`config.mk`:
```
export PLATFORM = sky130hd
export DESIGN_NAME = reverb_template_s2m_fifo_fir
export DESIGN_NICKNAME = d
export VERILOG_FILES = /design/src/rtl/reverb_template_s2m_fifo_fir.sv
export SDC_FILE = /design/constraint.sdc
export NUM_CORES = 1
export LEC_CHECK = 0
export CAP_MARGIN = 0
export CORE_ASPECT_RATIO = 0.5
export CORE_MARGIN = 5
export CORE_UTILIZATION = 59
export DETAILED_ROUTE_END_ITERATION = 6
export PLACE_DENSITY = 0.8
export SLEW_MARGIN = 5
export SYNTH_ARGS = -nofsm -noshare
export SYNTH_HDL_FRONTEND = slang
export SYNTH_SLANG_ARGS = --single-unit
```
`constraint.sdc`:
```
create_clock -name rdclock -period 6.32 [get_ports rdclock]
set_input_delay 0.948 -clock rdclock [delete_from_list [all_inputs] [get_ports rdclock]]
set_output_delay 0.948 -clock rdclock [all_outputs]
set_load 0.02 [all_outputs]
```
`src/rtl/reverb_template_s2m_fifo_fir.sv`:
```
// Stream-to-memory FIFO: Avalon-ST sink fills a register FIFO, and an
// Avalon-MM read slave drains it (word 0 pops one sample, word 1 is status).
module reverb_template_s2m_fifo_fir #(
  parameter int DEPTH   = 32,
  parameter int LEVEL_W = $clog2(DEPTH) + 1
) (
  input  logic        rdclock,
  input  logic        reset_n,
  input  logic [31:0] avalonst_sink_data,
  input  logic        avalonst_sink_valid,
  output logic        avalonst_sink_ready,
  input  logic        avalonmm_read_slave_address,
  input  logic        avalonmm_read_slave_read,
  output logic [31:0] avalonmm_read_slave_readdata,
  output logic        avalonmm_read_slave_waitrequest
);

  localparam int PTR_W = $clog2(DEPTH);

  logic [DEPTH-1:0][31:0] mem_q;
  logic [PTR_W-1:0]       wr_ptr_q, wr_ptr_d;
  logic [PTR_W-1:0]       rd_ptr_q, rd_ptr_d;
  logic [LEVEL_W-1:0]     level_q, level_d;

  logic        full, empty, push, pop, data_rd;
  logic [31:0] status;

  // Flags come only from the registered level, so ready never depends on valid.
  assign full    = (level_q == LEVEL_W'(DEPTH));
  assign empty   = (level_q == '0);
  assign data_rd = avalonmm_read_slave_read & ~avalonmm_read_slave_address;

  assign avalonst_sink_ready = reset_n & ~full;
  assign push = avalonst_sink_valid & avalonst_sink_ready;
  // A data read on an empty FIFO stalls instead of popping.
  assign pop  = reset_n & data_rd & ~empty;

  // Status word: full in bit 31, empty in bit 30, level in the low bits.
  always_comb begin
    status              = '0;
    status[31]          = full;
    status[30]          = empty;
    status[LEVEL_W-1:0] = level_q;
  end

  // Zero-latency read path: data word is the head of the FIFO, unregistered.
  assign avalonmm_read_slave_readdata    = avalonmm_read_slave_address ? status : mem_q[rd_ptr_q];
  assign avalonmm_read_slave_waitrequest = ~reset_n | (data_rd & empty);

  // Next-state for pointers and fill level; pointers wrap naturally.
  always_comb begin
    wr_ptr_d = wr_ptr_q;
    rd_ptr_d = rd_ptr_q;
    level_d  = level_q;
    if (push) wr_ptr_d = wr_ptr_q + PTR_W'(1);
    if (pop)  rd_ptr_d = rd_ptr_q + PTR_W'(1);
    case ({push, pop})
      2'b10:   level_d = level_q + LEVEL_W'(1);
      2'b01:   level_d = level_q - LEVEL_W'(1);
      default: level_d = level_q;
    endcase
  end

  // Control state; reset discards all buffered samples.
  always_ff @(posedge rdclock or negedge reset_n) begin
    if (!reset_n) begin
      wr_ptr_q <= '0;
      rd_ptr_q <= '0;
      level_q  <= '0;
    end else begin
      wr_ptr_q <= wr_ptr_d;
      rd_ptr_q <= rd_ptr_d;
      level_q  <= level_d;
    end
  end

  // Sample storage is never cleared; the level alone says what is valid.
  always_ff @(posedge rdclock) begin
    if (push) mem_q[wr_ptr_q] <= avalonst_sink_data;
  end

endmodule

```
**Yosys cells after proc, flatten, opt, wreduce, memory -nomap -nowiden**

Index checks and enable logic that the tools add are counted.

- $add $sub $neg: 4
- Multiply operators: 0
- Divide/modulo/power cells: 0
- Magnitude comparators: 3
- Equality and inequality tests: 3
- Shift operators: 0
- Mux-type cells: 7
- Bitwise gates (word level): 11
- Reductions and logical operators: 3

Operators with widths:

| cell | number |
|---|---|
| bitwise mux 1024 bit | 1 |
| binary-select mux 32 bit (select 5 bit) | 1 |
| demux 32 bit (select 5 bit) | 1 |
| two-way mux 32 bit | 3 |
| less-than comparator 5 x 6 -> 1 bit (second input constant) | 2 |
| case mux 6 bit (2 select lines) | 1 |
| adder 5 x 1 -> 5 bit (second input constant) | 2 |
| adder 6 x 1 -> 6 bit (second input constant) | 1 |
| bitwise AND 1 bit | 6 |
| equality test 6 bit (second input constant) | 1 |
| zero test 6 bit | 1 |
| subtractor 6 x 1 -> 6 bit (second input constant) | 1 |
| greater-or-equal comparator 5 x 1 -> 1 bit (second input constant) | 1 |
| inverter 1 bit | 4 |
| equality test 2 x 1 -> 1 bit (second input constant) | 1 |
| equality test 2 bit (second input constant) | 1 |
| nonzero test 2 bit | 1 |
| logical AND 1 bit | 1 |
| bitwise OR 1 bit | 1 |

- Register bits: 1,040
- Bits in latches: 0
- RAM bits: 0
- Bits in read-only memories: 0
- Input bits: 37
- Output and inout port bits: 34
- Memories: 0

**Logic depth before layout (Yosys ltp)**

Gate-level depths: netlist (run 1).

- Depth in word-level cells: 6
- Gate-level depth with buffers: 13
- Gate-level depth less buffers: 10

**Worst setup path before layout (run 1)**

OpenSTA, ideal clock, no wires.

- Kind: input -> register
- Start: in reset_n
- End: reg mem_q[1000] (netlist bit) (enable)
- Setup time: 0.421 ns
- Arrival: 3.106 ns
- Data required time: 5.899 ns
- Path slack: 2.792 ns
- Stages: 5
- Buffers on the path: 1
- Cell sequence: nand2_1 > a31oi_1 > nand2_1 > buf_2 > nor2_1

- Cells in the longest elaborated chain, start to end: 2

Ends and longest elaborated chain:

| element | line | source |
|---|---|---|
| start: declaration | 8 | `input logic reset_n,` |
| bitwise AND 1 bit | 33 | `assign avalonst_sink_ready = reset_n & ~full;` |
| bitwise AND 1 bit | 34 | `assign push = avalonst_sink_valid & avalonst_sink_ready;` |
| end signal: indexed assignment | 79 | `if (push) mem_q[wr_ptr_q] <= avalonst_sink_data;` |
| end: declaration | 20 | `logic [DEPTH-1:0][31:0] mem_q;` |

Every way passes these cells.
A chain may end at the register's enable or synchronous reset.

**Worst setup path after layout (run 1)**

- Start: reg rd_ptr_q[1]
- End: out avalonmm_read_slave_readdata[8]

- Cells in the longest elaborated chain, start to end: 3

Ends and longest elaborated chain:

| element | line | source |
|---|---|---|
| start: declaration | 22 | `logic [PTR_W-1:0] rd_ptr_q, rd_ptr_d;` |
| start signal: assignment | 72 | `rd_ptr_q <= rd_ptr_d;` |
| binary-select mux 32 bit (select 5 bit) | 47 | `assign avalonmm_read_slave_readdata = avalonmm_read_slave_address ? status : mem_q[rd_ptr_q];` |
| two-way mux 32 bit (not written as such) | 47 |  |
| two-way mux 32 bit | 47 |  |
| end: declaration | 14 | `output logic [31:0] avalonmm_read_slave_readdata,` |

Every way passes these cells. The select of a mux whose other input is x is not followed.

==> results of run 1 <==
power groups by stage:
stage / Sequential, W / Combinational (W) / Clock [W]
floorplan: 0.00803 / 0.00375 / 0
finish: 0.00809 / 0.00523 / 0.00524
global placement: 0.00821 / 0.00509 / 0
CTS: 0.00809 / 0.00523 / 0.00528
detailed placement: 0.00823 / 0.00515 / 0
global route: 0.00811 / 0.00548 / 0.00559
layer usage:
layer	vias up	GRT usage, %
met5	-	0
met3	247	6.29
met1	10600	37.5
met2	1535	41.0
li1	8075	-
met4	0	9.89
flip-flops by register name, indices dropped and copies added, names as in the netlist:
signal / flops
rd_ptr_q: 5
wr_ptr_q: 5
level_q: 6
mem_q: 1024
layout by cell type (no fill, tap or decap), drive strengths merged, types with 4 or more instances in the layout:
| cell | n |
|---|---|
| nor2 | 55 |
| nand2 | 12 |
| clkbuf | 102 |
| xor2 | 4 |
| xnor2 | 10 |
| clkinv | 40 |
| dfrtp | 16 |
| a2111oi | 31 |
| buf | 77 |
| bufinv | 6 |
| edfxtp | 1024 |
| a211oi | 24 |
| nor4 | 8 |
| nor2b | 7 |
| a22o | 23 |
| mux2 | 9 |
| o22ai | 49 |
| o221ai | 19 |
| inv | 12 |
| nand3b | 4 |
| a21oi | 26 |
| nor3 | 11 |
| ha | 8 |
| clkdlybuf4s50 | 68 |
| mux2i | 155 |
| mux4 | 190 |
| a22oi | 20 |
| o21ai | 9 |
synthesized netlist by cell type:
cell type / number / area (um^2)
or3b_2: 2 / 17.5
and4b_1: 1 / 10.0
a31oi_1: 3 / 18.8
clkbuf_1: 36 / 135
or3_1: 2 / 12.5
nor3_1: 11 / 55.1
a21oi_1: 26 / 130
a22o_1: 23 / 201
buf_4: 22 / 165
nand2_1: 12 / 45.0
buf_12: 1 / 20.0
or2_2: 3 / 18.8
a2111oi_1: 1 / 10.0
xnor2_1: 10 / 87.6
nand2b_1: 3 / 18.8
buf_2: 30 / 150
dfrtp_1: 16 / 400
xor2_1: 4 / 35.0
nor4_1: 8 / 50.1
o21ai_0: 9 / 45.0
ha_1: 8 / 100
nand3_1: 3 / 15.0
buf_6: 15 / 169
a32oi_1: 1 / 8.76
inv_1: 7 / 26.3
buf_1: 6 / 22.5
a22oi_1: 20 / 150
mux2i_1: 155 / 1550
a211oi_1: 24 / 180
mux2_2: 9 / 101
edfxtp_1: 1024 / 30700
nor4bb_1: 1 / 10.0
nand3b_1: 4 / 30.0
nor2_1: 55 / 206
nand4_1: 3 / 18.8
o22ai_1: 49 / 307
and2_1: 1 / 6.26
a2111oi_2: 30 / 450
a221oi_1: 1 / 8.76
o221ai_1: 19 / 166
mux4_2: 190 / 4280
buf_8: 1 / 15.0
nor2b_1: 7 / 43.8
cells by family after synthesis:
group / share of synthesized area (%)
AO/OA/AOI/OAI: 4.17
XOR/XNOR: 0.305
adder cells (fa/ha/maj): 0.249
buffers and inverters: 1.75
flip-flops: 77.4
multiplexers: 14.7
AND/OR/NAND/NOR: 1.39
worst reg2reg max path, stage by stage, from the launching register on:
cell     delay (ps)
dfrtp_1         500
nor2_1          130
a31oi_1         180
buf_4           200
nand2_1         530
nor2_4         1030
buf_4           430
per-stage QoR:
| step | util [%] | setup slack (ps) | total power, W |
|---|---|---|---|
| floorplan | - | 2790 | 0.0118 |
| global placement | 63.0 | 1420 | 0.0133 |
| detailed placement | 63.0 | 1350 | 0.0134 |
| CTS | 67.0 | 612 | 0.0186 |
| global route | 67.0 | 502 | 0.0192 |
| finish | 67.0 | 586 | 0.0186 |
worst max path at each step:
stage / startpoint / to / cells after the start
finish: rd_ptr_q[1]$_DFFE_PN0P_ / avalonmm_read_slave_readdata[8] / 6
global route: rd_ptr_q[1]$_DFFE_PN0P_ / avalonmm_read_slave_readdata[26] / 7
CTS: rd_ptr_q[1]$_DFFE_PN0P_ / avalonmm_read_slave_readdata[11] / 6
detailed placement: rd_ptr_q[1]$_DFFE_PN0P_ / avalonmm_read_slave_readdata[26] / 7
global placement: rd_ptr_q[1]$_DFFE_PN0P_ / avalonmm_read_slave_readdata[26] / 7
floorplan: reset_n / mem_q[1000]$_DFFE_PP_ / 5
final cells by class:
class                      count  share of cell area, %
clock buffer                 102                   5.07
sequential                  1040                   69.2
multi-input combinational    698                   19.2
antenna                        1                0.00556
tap                          897                   2.49
timing repair buffer         145                   3.01
clock inverter                54                  0.967
inverter                       7                 0.0583
==> flow_metrics.env, run 1 <==
export IMPL_outcome="complete, no violations"
export IMPL_top_layer="met4"
export IMPL_yosys_warnings=0
export IMPL_hp_start="level_q[5]$_DFFE_PN0P_"
export IMPL_fp_coreArea_um2=67200
export IMPL_critPathBufInv=2
export IMPL_period_minus_slack_ps=5730
export IMPL_cts_sinks=1040
export IMPL_dr_wl_met2_um=45300
export IMPL_cp_arrival_ps=4790
export IMPL_maxCapViolations=0
export IMPL_pwr_share_clk_pct=28.2
export IMPL_io_pins=71
export IMPL_grt_pass1_vias=20600
export IMPL_gr_total_overflow=0
export IMPL_setup_violations_final=0
export IMPL_layout_drive_gt1_share_pct=23.3
export IMPL_grt_max_degree=58
export IMPL_drcViolationCount=0
export IMPL_worstPathRequired_ps=5370
export IMPL_synth_cell_area_um2=40200
export IMPL_placed_cells=2787
export IMPL_num_rows=67
export IMPL_rsz0062_at_grt="no"
export IMPL_switching_power_w=0.00561
export IMPL_p_leak_nw=14.2
export IMPL_clkTransAtPathRegs_ps=70
export IMPL_finalHoldViolations=0
export IMPL_relSlewSlack_pct=11.1
export IMPL_r2r_end="mem_q[874]$_DFFE_PP_"
export IMPL_start_kind="flip-flop"
export IMPL_grt_pass1_wl_um=141000
export IMPL_clock_path_buffers=3
export IMPL_post_route_period_util_pct=90.7
export IMPL_multi_input_area_um2=8660
export IMPL_hpwl_um=54000
export IMPL_start_util_pct=59.9
export IMPL_dieArea_um2=73800
export IMPL_insertion_delay_ps=650
export IMPL_vias=20400
export IMPL_path_max_fanout=43
export IMPL_peakVddDrop_v=0.000249
export IMPL_crit_chain="nand3b_1, buf_4, o221ai_1, a21oi_1, a211oi_1, clkdlybuf4s50_1"
export IMPL_fin_setup_tns_ps=0
export IMPL_finalMaxSlewViolations=0
export IMPL_fin_cells=2944
export IMPL_syn_nets=1901
export IMPL_cts_tree="built"
export IMPL_h_tree_depth=3
export IMPL_syn_avg_cell_area_um2=21.7
export IMPL_syn_inst=1856
export IMPL_antenna_found_initial=0
export IMPL_max_stage_delay_ps=970
export IMPL_placed_area_um2=42300
export IMPL_ys_ff_latch=1040
export IMPL_finalWeightedCongestion=0.794
export IMPL_cts_root_buf="clkbuf_16"
export IMPL_post_cts_repair_setup_buffers=0
export IMPL_critPathSlowestCell="nand3b_1"
export IMPL_cts_hold_fix_buffers=0
export IMPL_seq_power_share_pct=43.6
export IMPL_holdPathEnd="level_q[5]$_DFFE_PN0P_"
export IMPL_fillers=4001
export IMPL_die_y_um=195
export IMPL_holdWs_ps=554
export IMPL_combPwrFrac_pct=28.2
export IMPL_fin_skew_ps=20.0
export IMPL_die_width_um=379
export IMPL_p_int_w=0.0130
export IMPL_met1_length_um=35200
export IMPL_synthDistinctLibCells=43
export IMPL_fin_area_um2=45000
export IMPL_worstHoldPathCells=1
export IMPL_routed_wl_um=96300
export IMPL_end_kind="output port"
export IMPL_wl_per_cell_um=32.7
export IMPL_critPathKind="flip-flop to output port"
export IMPL_power_density_nw_per_um2=412
export IMPL_ant_nets=0
export IMPL_grt_use_total_pct=26.5
export IMPL_crit_family="buffers and inverters"
export IMPL_ys_seq_area_share_pct=77.4
export IMPL_r2r_cells=6
export IMPL_cts_inserted_buffers=86
export IMPL_area_growth_synth_to_final_pct=11.9
export IMPL_firstDrtPassIters=5
export IMPL_swShare_pct=30.2
export IMPL_hold_class="flip-flop to flip-flop"
export IMPL_met3WireLength_um=11800
export IMPL_vias_per_cell=6.94
export IMPL_portBuffers=70
export IMPL_max_freq_mhz=174
export IMPL_fin_nets=2023
export IMPL_drt_iter0_markers=2872
export IMPL_cts_resized=0
export IMPL_seqCellArea_um2=31200
export IMPL_ff2ff_setup_slack_ps=2990
export IMPL_worst_pin_slew_ps=1330
export IMPL_r2r_start="level_q[0]$_DFFE_PN0P_"
Note: power is estimated with default switching activity, not from simulation.
==> run 2: changes to the inputs <==
--- a/config.mk
+++ b/config.mk
@@ -9,7 +9,9 @@
 export CORE_ASPECT_RATIO = 0.5
 export CORE_MARGIN = 5
 export CORE_UTILIZATION = 59
+export CTS_BUF_LIST = sky130_fd_sc_hd__clkbuf_2 sky130_fd_sc_hd__clkbuf_4 sky130_fd_sc_hd__clkbuf_8
 export DETAILED_ROUTE_END_ITERATION = 6
+export GPL_ROUTABILITY_DRIVEN = 0
 export PLACE_DENSITY = 0.8
 export SLEW_MARGIN = 5
 export SYNTH_ARGS = -nofsm -noshare
==> run 2 against run 1 <==
- final area is 0.22% lower
- highest routed layer is now met5
- register-to-register slack worse by 60 ps
- sequential power hardly changed
- clock power is 7.4% lower
- clock skew is 12 ps higher
- critical endpoint is now avalonmm_read_slave_readdata[7]
- hold slack worse by 1.3 ps
- largest power group unchanged
- via count is 0.55% lower
- largest cell class unchanged
- cell count is 2.9% higher
- fmax is 3.4% lower
==> flow_metrics.env, run 2 (same netlist as run 1, synthesis figures left out) <==
export IMPL_post_route_period_util_pct=93.9
export IMPL_antenna_found_initial=3
export IMPL_h_tree_depth=4
export IMPL_worst_pin_slew_ps=1320
export IMPL_ant_nets=0
export IMPL_r2r_start="level_q[0]$_DFFE_PN0P_"
export IMPL_layout_common_cells="edfxtp_1, mux4_2, mux2i_1, clkbuf_8, clkdlybuf4s50_1"
export IMPL_grt_max_degree=58
export IMPL_finalHoldViolations=0
export IMPL_fin_cells=3029
export IMPL_final_core_util_pct=66.8
export IMPL_fin_setup_tns_ps=0
export IMPL_portBuffers=70
export IMPL_holdWs_ps=553
export IMPL_area_growth_synth_to_final_pct=11.7
export IMPL_cts_tree="built"
export IMPL_gr_total_overflow=0
export IMPL_worstPathRequired_ps=5370
export IMPL_die_width_um=379
export IMPL_fin_skew_ps=32.5
export IMPL_end_kind="output port"
export IMPL_critPathKind="flip-flop to output port"
export IMPL_drcViolationCount=0
export IMPL_placed_cells=2787
export IMPL_fin_area_um2=44900
export IMPL_post_cts_repair_setup_buffers=0
export IMPL_vias_per_cell=6.71
export IMPL_hpwl_um=54000
export IMPL_start_util_pct=59.9
export IMPL_grt_pass1_wl_um=138000
export IMPL_path_max_fanout=43
export IMPL_hold_class="flip-flop to flip-flop"
export IMPL_fin_nets=2076
export IMPL_maxCapViolations=0
export IMPL_cp_startpoint="rd_ptr_q[1]$_DFFE_PN0P_"
export IMPL_hp_start="level_q[5]$_DFFE_PN0P_"
export IMPL_power_density_nw_per_um2=404
export IMPL_start_kind="flip-flop"
export IMPL_rsz0062_at_grt="no"
export IMPL_wl_per_cell_um=31.0
export IMPL_io_pins=71
export IMPL_regMostFlops="mem_q"
export IMPL_grt_use_total_pct=25.8
export IMPL_max_freq_mhz=169
export IMPL_crit_family="buffers and inverters"
export IMPL_drt_iter0_markers=2764
export IMPL_critPathBufInv=2
export IMPL_num_rows=67
export IMPL_cts_hold_fix_buffers=0
export IMPL_finalMaxSlewViolations=0
export IMPL_cts_inserted_buffers=139
export IMPL_clkTransAtPathRegs_ps=70
export IMPL_firstDrtPassIters=5
export IMPL_outcome="complete, no violations"
export IMPL_dieArea_um2=73800
export IMPL_peakVddDrop_v=0.000282
export IMPL_max_stage_delay_ps=940
export IMPL_final_common_cell="edfxtp_1"
export IMPL_critPathSlowestCell="nand3b_1"
export IMPL_vias=20300
export IMPL_fp_coreArea_um2=67200
export IMPL_grt_pass1_vias=20500
export IMPL_routed_wl_um=93900
export IMPL_clock_path_buffers=3
export IMPL_cts_resized=0
export IMPL_insertion_delay_ps=760
export IMPL_crit_chain="nand3b_1, buf_4, o22ai_1, a2111oi_2, a211oi_1, clkdlybuf4s50_1"
export IMPL_die_y_um=195
export IMPL_setup_violations_final=0
export IMPL_cp_arrival_ps=4990
export IMPL_largest_register_ffs=1024
export IMPL_period_minus_slack_ps=5930
export IMPL_cts_root_buf="clkbuf_8"
export IMPL_relSlewSlack_pct=11.8
export IMPL_layout_drive_gt1_share_pct=26.5
export IMPL_p_leak_nw=14.2
export IMPL_placed_area_um2=42300
export IMPL_cts_sinks=1040
export IMPL_reg_largest_list="mem_q x1024, level_q x6"
-- run 2: cell types whose count changed in the layout (fill, tap and decap cells not counted), sizes merged --
cell,before,now
clkbuf,102,195
clkinv,40,30
bufinv,6,1
clkinvlp,3,7
diode,1,4
buf,77,76
clkdlybuf4s50,68,69
-- run 2: layer usage --
| layer | track usage, % | vias up | share of wire, % | routed length (um) |
|---|---|---|---|---|
| li1 | - | 8195 | - | - |
| met1 | 36.6 | 10500 | 38 | 35400 |
| met2 | 39.3 | 1444 | 47 | 43900 |
| met3 | 7.70 | 213 | 12 | 11600 |
| met4 | 8.51 | 4 | 3.1 | 2930 |
| met5 | 0 | - | 0.036 | 34 |
-- run 2: layout make-up --
class	instances	area, um^2
multi-input combinational	698	8660
timing repair buffer	145	1360
clock inverter	43	262
fill	3989	22300
antenna	4	10.0
clock buffer	195	2350
sequential	1040	31200
inverter	7	26.3
tap	897	1120
-- run 2: stage by stage --
step / power [W] / setup WS, ps
final: 0.0181 / 386
after global routing: 0.0188 / 369
after CTS: 0.0182 / 491
after detailed placement: 0.0134 / 1350
after global placement: 0.0133 / 1420
after floorplan: 0.0118 / 2790
-- run 2: path summary, 6_finish.rpt --
check,to,slack [ps],depth (start not counted)
max in group asynchronous,rd_ptr_q[1]$_DFFE_PN0P_,5490,2
min in group asynchronous,wr_ptr_q[4]$_DFFE_PN0P_,560,2
worst min-delay path,level_q[5]$_DFFE_PN0P_,550,1
worst min register to register,level_q[5]$_DFFE_PN0P_,550,1
worst max register to register,mem_q[877]$_DFFE_PP_,2930,6
worst max-delay path,avalonmm_read_slave_readdata[7],390,6
-- run 2: power by group --
group	switching (W)	internal, W	total (W)	leakage [nW]
Combinational	0.00291	0.00228	0.00519	3.48
Sequential	0.000259	0.00783	0.00809	9.40
Clock	0.00241	0.00244	0.00485	1.36
Total	0.00558	0.0126	0.0181	14.2
